$ cat src/rtl/wb_regfile_pkg.sv
// Shared writeback/load select codes for the core's writeback stage.
package wb_regfile_pkg;

  localparam logic [1:0] REG_RES       = 2'd0;
  localparam logic [1:0] REG_MEM       = 2'd1;
  localparam logic [1:0] REG_PC_PLUS_4 = 2'd2;

  localparam logic [2:0] LOAD_W  = 3'd0;
  localparam logic [2:0] LOAD_H  = 3'd1;
  localparam logic [2:0] LOAD_HU = 3'd2;
  localparam logic [2:0] LOAD_B  = 3'd3;
  localparam logic [2:0] LOAD_BU = 3'd4;

  localparam logic [4:0] ZERO_REG = 5'd0;

endpackage

$ cat src/rtl/wb_regfile_load_ext.sv
// Load data formatting: selects the byte/halfword lane and sign- or zero-extends it.
module wb_regfile_load_ext
  import wb_regfile_pkg::*;
(
  input  logic [31:0] mem_rdata,
  input  logic [1:0]  mem_off,
  input  logic [2:0]  load_sel,
  output logic [31:0] load_data
);

  logic [15:0] half_lane;
  logic [7:0]  byte_lane;

  always_comb begin
    half_lane = mem_off[1] ? mem_rdata[31:16] : mem_rdata[15:0];
    case (mem_off)
      2'd0:    byte_lane = mem_rdata[7:0];
      2'd1:    byte_lane = mem_rdata[15:8];
      2'd2:    byte_lane = mem_rdata[23:16];
      default: byte_lane = mem_rdata[31:24];
    endcase
  end

  // NOTE: the default arm covers every unlisted code, so no latch is inferred
  // and undefined load_sel values behave as a full-word load.
  always_comb begin
    case (load_sel)
      LOAD_H:  load_data = {{16{half_lane[15]}}, half_lane};
      LOAD_HU: load_data = {16'h0, half_lane};
      LOAD_B:  load_data = {{24{byte_lane[7]}}, byte_lane};
      LOAD_BU: load_data = {24'h0, byte_lane};
      default: load_data = mem_rdata;
    endcase
  end

endmodule

$ cat src/rtl/wb_regfile.sv
// Writeback stage and architectural register file (x0 hardwired to zero).
// Optional write-through read bypass: define WB_BYPASS_EN.
module wb_regfile
  import wb_regfile_pkg::*;
#(
  parameter int XLEN  = 32,
  parameter int NREGS = 32
) (
  input  logic            clock,
  input  logic            reset,
  input  logic [4:0]      rd,
  input  logic            reg_we,
  input  logic [1:0]      reg_sel,
  input  logic [2:0]      load_sel,
  input  logic [XLEN-1:0] alu_res,
  input  logic [XLEN-1:0] pc_plus_4,
  input  logic [31:0]     mem_rdata,
  input  logic [1:0]      mem_off,
  input  logic [4:0]      rs1,
  input  logic [4:0]      rs2,
  output logic [XLEN-1:0] rs1_data,
  output logic [XLEN-1:0] rs2_data,
  output logic            wb_we_q,
  output logic [4:0]      wb_rd_q,
  output logic [XLEN-1:0] wb_data_q,
  output logic [63:0]     instret
);

  logic [XLEN-1:0] regs [NREGS];
  logic [31:0]     load_data;
  logic [XLEN-1:0] wb_data;
  logic            do_write;

  wb_regfile_load_ext u_load_ext (
    .mem_rdata (mem_rdata),
    .mem_off   (mem_off),
    .load_sel  (load_sel),
    .load_data (load_data)
  );

  always_comb begin
    case (reg_sel)
      REG_MEM:       wb_data = load_data;
      REG_PC_PLUS_4: wb_data = pc_plus_4;
      default:       wb_data = alu_res;
    endcase
  end

  assign do_write = reg_we && (rd != ZERO_REG);

  // NOTE: the array is cleared on reset because architectural state must read
  // zero after reset; this costs a reset net on every bit of the file.
  // NOTE: all state here uses <= so every flop samples pre-edge values.
  always_ff @(posedge clock) begin
    if (!reset) begin
      for (int i = 0; i < NREGS; i++) regs[i] <= '0;
      wb_we_q   <= 1'b0;
      wb_rd_q   <= ZERO_REG;
      wb_data_q <= '0;
      instret   <= '0;
    end else begin
      if (do_write) regs[rd] <= wb_data;
      wb_we_q   <= do_write;
      wb_rd_q   <= rd;
      wb_data_q <= wb_data;
      if (reg_we) instret <= instret + 64'd1;
    end
  end

  always_comb begin
    rs1_data = (rs1 == ZERO_REG) ? '0 : regs[rs1];
    rs2_data = (rs2 == ZERO_REG) ? '0 : regs[rs2];
`ifdef WB_BYPASS_EN
    // Write-through removes the decode/writeback read-after-write hazard.
    if (do_write && rs1 == rd) rs1_data = wb_data;
    if (do_write && rs2 == rd) rs2_data = wb_data;
`endif
  end

endmodule

$ cat config.mk
export PLATFORM = sky130hd
export DESIGN_NAME = wb_regfile
export DESIGN_NICKNAME = d
export VERILOG_FILES = /design/src/rtl/wb_regfile_pkg.sv /design/src/rtl/wb_regfile_load_ext.sv /design/src/rtl/wb_regfile.sv
export SDC_FILE = /design/constraint.sdc
export NUM_CORES = 2
export LEC_CHECK = 0
export CORE_MARGIN = 4
export CORE_UTILIZATION = 45
export CTS_CLUSTER_DIAMETER = 150
export DETAILED_ROUTE_END_ITERATION = 10
export PLACE_DENSITY = 0.66
export SLEW_MARGIN = 5
export SYNTH_ARGS = -nofsm -noshare
export SYNTH_HDL_FRONTEND = slang
export SYNTH_SLANG_ARGS = --single-unit
$ cat constraint.sdc
create_clock -name clock -period 3.3 [get_ports clock]
set_input_delay 0.66 -clock clock [delete_from_list [all_inputs] [get_ports clock]]
set_output_delay 0.66 -clock clock [all_outputs]
set_load 0.1 [all_outputs]
# Yosys cells after proc, flatten, opt, wreduce, memory -nomap -nowiden
# Memories as Yosys holds them, arrays and structs flattened.
# Cells that the tools add are included.
[classes] n_addsub=1 n_eq_ne=8 n_mux=13 n_reduce_logical=6
[ops] operator="one-hot mux 32 bit (4 select lines)" n=1
[ops] operator="two-way mux 32 bit" n=3
[ops] operator="adder 64 x 1 -> 64 bit (second input constant)" n=1
[ops] operator="one-hot mux 32 bit (2 select lines)" n=1
[ops] operator="OR reduction 32 bit" n=1
[ops] operator="one-hot mux 8 bit (3 select lines)" n=1
[ops] operator="two-way mux 16 bit" n=1
[ops] operator="zero test 5 bit" n=2
[ops] operator="equality test 3 x 2 -> 1 bit (second input constant)" n=2
[ops] operator="two-way mux 1 bit" n=5
[ops] operator="two-way mux 5 bit" n=1
[ops] operator="nonzero test 5 bit" n=1
[ops] operator="equality test 2 x 1 -> 1 bit (second input constant)" n=2
[ops] operator="equality test 2 bit (second input constant)" n=2
[ops] operator="equality test 3 x 1 -> 1 bit (second input constant)" n=1
[ops] operator="equality test 3 bit (second input constant)" n=1
[ops] operator="zero test 2 bit" n=1
[ops] operator="logical AND 1 bit" n=1
[totals] ff_bits=102 ram_bits=1024 in_bits=121 n_memories=1
[memory_table] memory="regs" words=32 width=32 read_ports=2 rd_ports_with_merged_regs=0 wr=32 line="wb_regfile.sv:29" text="logic [XLEN-1:0] regs [NREGS];"

# Depth between registers and ports, before layout
[depth] word_depth=7 depth_mapped=11

# By module
# A second synthesis with hierarchy kept.
[unflattened] hier_cells=4486 area_unflattened_um2=57819.2
[modules_own_cells] mod="wb_regfile" instances=1 cells_per_inst=4335 area_per_inst_um2=56680.6
[modules_own_cells] mod="wb_regfile_load_ext" instances=1 cells_per_inst=151 area_per_inst_um2=1138.6

# Worst setup path after synthesis
# Ideal clock, no wire load.
[synth_timing] kind="input -> output" from="input rs1[1]" to="output rs1_data[0]" arrival_ns=3.758 required_time_ns=2.640 slack_ns=-1.118 stages=7 path_buffers=4 cell_sequence="clkbuf_1 -> clkbuf_1 -> buf_1 -> clkbuf_1 -> mux4_2 -> a22oi_1 -> a31oi_1"
[synth_via] elab_chain_len=2 word_cells_on_any_way=3
[synth_lines] item="start: declaration" line="wb_regfile.sv:19" text="input logic [4:0] rs1,"
[synth_lines] item="memory read (32 x 32 bit) / zero test 5 bit (equally long branches)"
[synth_lines] item="two-way mux 32 bit (*)" line="wb_regfile.sv:71" text="rs1_data = (rs1 == ZERO_REG) ? '0 : regs[rs1];"
[synth_lines] item="end: declaration" line="wb_regfile.sv:21" text="output logic [XLEN-1:0] rs1_data,"
# Mark *: on every way between the ends. The rest lies on a longest branch, timed or not.

# Worst setup path after layout
[layout_timing] from="input rs2[3]" to="output rs2_data[1]"
[layout_via] elab_chain_len=2 word_cells_on_any_way=3
[layout_lines] item="start: declaration" line="wb_regfile.sv:20" text="input logic [4:0] rs2,"
[layout_lines] item="memory read (32 x 32 bit) / zero test 5 bit (equally long branches)"
[layout_lines] item="two-way mux 32 bit (*)" line="wb_regfile.sv:72" text="rs2_data = (rs2 == ZERO_REG) ? '0 : regs[rs2];"
[layout_lines] item="end: declaration" line="wb_regfile.sv:22" text="output logic [XLEN-1:0] rs2_data,"
# Marked as above.

==> flow_summary.yaml <==
min_path:
  hold_path_class: "input pin to register"
  min_path_cells: 2
  hold_path.startpoint: "reset"
  hold_end: "wb_rd_q[0]"
timing:
  whs_ps: 360
  hold_viol: 0
  maxSlewViolCount: 0
  tns_ps: -65.4
  fin_skew_ps: 12.0
  relSlewSlack: 0.456
  min_period_ps: 3320
  tightest_slew_ps: 816
  fin_ws_ps: -20.5
  setup_viol: 6
  rsz0062_at_grt: "yes"
  fin_crit_sh: 1.01
  fmax_mhz: 301
grt:
  antenna_found_initial: 3
  overflow: 0
  grt_pass1_vias: 40700
  grt_pass1_wl_um: 279000
  grt_max_degree: 70
  grt_usage: 0.292
placed_design:
  dp.cells: 6046
  dpl.hpwl_um: 129000
  io_buffers: 286
  dpl_worst_slack_ps: -219
  place_area_um2: 66700
  gp_congestion: 0.934
detailed_routing:
  vias_per_cell: 6.47
  antenna_left: 0
  drt_iter0_markers: 5363
  vias: 40500
  routed_wl_um: 194000
  drt_first_pass_iters: 8
  wl_per_cell_um: 30.9
  drc: 0
synthesis:
  synthCells: 4072
  synthesis.area_um2: 56600
  synth-xor-area-share: 0.00387
  synth.area.mux_share: 0.220
  synth-compound-area-share: 0.0606
  ys_seq_area_frac: 0.580
  avgSynthCellArea_um2: 13.9
  synth_top_family_by_area: "multiplexers"
  synth_ff_type: "edfxtp_1"
  ys_warn_count: 0
  synth_edf_count: 1024
  synth_fa_ha_area_frac: 0.00192
  ys_seq_elements: 1126
  synthArstFlopShare: 0
  ys_types: 60
  yosys.area_share.simple: 0.102
power_and_ir_drop:
  clkPwrFrac: 0.363
  power.switching_uw: 10400
  p_seq_frac: 0.443
  ir_drop_mv: 0.429
  swShare: 0.277
  intPower_uw: 27200
  combPwrFrac: 0.194
  power.density_nw_per_um2: 531
  p_leak_uw: 0.0241
cells_and_area:
  fin_cells: 6268
  layout_common_cells: "edfxtp_1 (1024), nor2_1 (1021), mux4_2 (514)"
  layout-drive-gt1-share: 0.326
  finish.instance_area_um2: 70800
  fillerInstances: 9709
  final_common_cell: "edfxtp_1"
  nNetsFinal: 4652
  area_growth_syn_to_layout_pct: 25.2
critical_path:
  r2r_slack_ps: 1000
  slowest_stage: "dlygate4sd2_1"
  critPathArrivalTime_ps: 2660
  rr_endpoint: "instret[61]"
  cp_common_cell: "buf_4"
  endpoint_kind: "output pin"
  cp_max_fo: 6
  crit_required_ps: 2640
  slowest_delay_ps: 440
  rr_startpoint: "instret[24]"
  worstSetupPathType: "input pin to output pin"
  cp_cell_sequence: "dlygate4sd2_1, buf_4, nor2_2, nand2_1, buf_4, o22ai_1, a211o_1, a31oi_4, buf_12"
  worstRegToRegCells: 5
  worst_setup_path_start_kind: "input pin"
cts:
  cts_made_buffers: 116
  h-tree-depth: 3
  insertion_delay_ps: 740
  cts_root_buffer: "clkbuf_16"
  cts_tree: "yes"
  clk_pin_slew_ps: 60
  cts_sinks: 1126
  clockBufferDepth: 3
die:
  coreArea_um2: 124000
  dieWidth_um: 363
  pin_count: 287
  die_h_um: 363
  row_count: 129
  initial_core_util: 0.455
  dieArea_um2: 131000
run_status:
  violations: "setup timing"
  outcome: "finished with violations"
flow_run:
  maxCapViolations: 0
worst max-delay path: cells and delay by family:
family / cells / cell delay [ps]
buf+inv: 4 / 1080
simple gates: 2 / 190
compound gates: 3 / 730
final cells by class:
cell class | count | area [um2] | share of cell area
antenna | 1 | 2.50 | 0.0000353
clock buffer | 155 | 3200 | 0.0452
clock inverter | 65 | 731 | 0.0103
inverter | 14 | 57.6 | 0.000812
multi-input combinational | 2533 | 23400 | 0.330
sequential | 1126 | 32800 | 0.463
tap | 1637 | 2050 | 0.0289
timing repair buffer | 737 | 8640 | 0.122
cell families (layout without fill, tap and decap cells):
kind of cell / count (synthesis) / after routing
and+or+nand+nor: 1379 / 1379
DFF: 1126 / 1126
muxes: 601 / 601
AOI/OAI and AO/OA: 486 / 486
buffers and inverters: 444 / 971
xor gates and xnor gates: 25 / 25
adders and majority gates: 10 / 10
other: 1 / 33
sequential cells by signal, summed over array words and instances (netlist names):
signal / cells
regs: 1024
instret: 64
wb_data_q: 32
wb_rd_q: 5
wb_we_q: 1
per-stage QoR:
step | total power (uW) | utilization
2_1_floorplan | 21000 | -
3_3_place_gp | 24100 | 0.537
3_5_place_dp | 24200 | 0.537
4_1_cts | 37700 | 0.569
5_1_grt | 38700 | 0.570
6_report | 37600 | 0.570
power groups by stage:
stage / clock, uW / sequential (uW) / combinational, uW
after floorplan: 0 / 17100 / 3960
after global placement: 0 / 16900 / 7200
after detailed placement: 0 / 16900 / 7220
after CTS: 13800 / 16600 / 7250
after global routing: 14500 / 16700 / 7500
final: 13700 / 16700 / 7290
worst max path at each step:
stage / slack, ps / cells after the start / startpoint / end
3_3_place_gp: -220 / 8 / rs1[3] / rs1_data[15]
3_5_place_dp: -220 / 7 / rs1[3] / rs1_data[13]
6_report: -20 / 9 / rs2[3] / rs2_data[1]
5_1_grt: -40 / 8 / rs1[0] / rs1_data[18]
4_1_cts: -5 / 8 / rs1[0] / rs1_data[13]
2_1_floorplan: 20 / 6 / rs2[0] / rs2_data[10]
Yosys cell counts (3+ instances only):
cell type     n  share of area
buf_1        83         0.0055
mux4_2      514           0.20
o21a_1       23         0.0031
xor2_1        8         0.0012
nor4_1        9         0.0010
o21ai_0      31         0.0027
edfxtp_1   1024           0.54
nand2b_1      6        0.00066
nor3b_1       4        0.00053
mux2i_1      87          0.015
nand2_1     108         0.0072
and4_1        9         0.0014
xnor2_1      17         0.0026
a21oi_1      49         0.0043
or3_1        31         0.0034
nor2_2       30         0.0033
nor3_1       49         0.0043
nand4_1      24         0.0027
inv_1        14        0.00093
or4_1         9         0.0012
buf_2        82         0.0073
dfxtp_1     102          0.036
buf_6         4        0.00080
nand3_1      26         0.0023
o22ai_1      64         0.0071
ha_1          3        0.00066
maj3_1        6         0.0011
a222oi_1      8         0.0014
a221o_1       7         0.0012
o221ai_1      7         0.0011
a211o_1      65          0.010
nor2b_1      12         0.0013
and3_1        7        0.00077
clkbuf_1    259          0.017
o31ai_1       9         0.0012
and2_1       17         0.0019
a22oi_1     150          0.020
a31oi_1      64         0.0071
nor2_1     1025          0.068
routing by layer:
layer | track usage | wire [um] | up-vias | part of all wire
met3 | 0.0686 | 21200 | 484 | 0.11
met4 | 0.148 | 11700 | 0 | 0.060
met2 | 0.470 | 92300 | 2660 | 0.48
met1 | 0.373 | 68500 | 20700 | 0.35
li1 | - | - | 16700 | -
met5 | 0 | 0 | - | 0
timing repair:
item / in CTS / in global routing
hold buffers: 0 / 0
gates cloned: 0 / 1
buffers inserted: 0 / 0
gates resized for setup: 11 / 24
pin swaps: 0 / 3
endpoints found under the setup margin: 64 / 22
(Power assumes the default switching activity.)
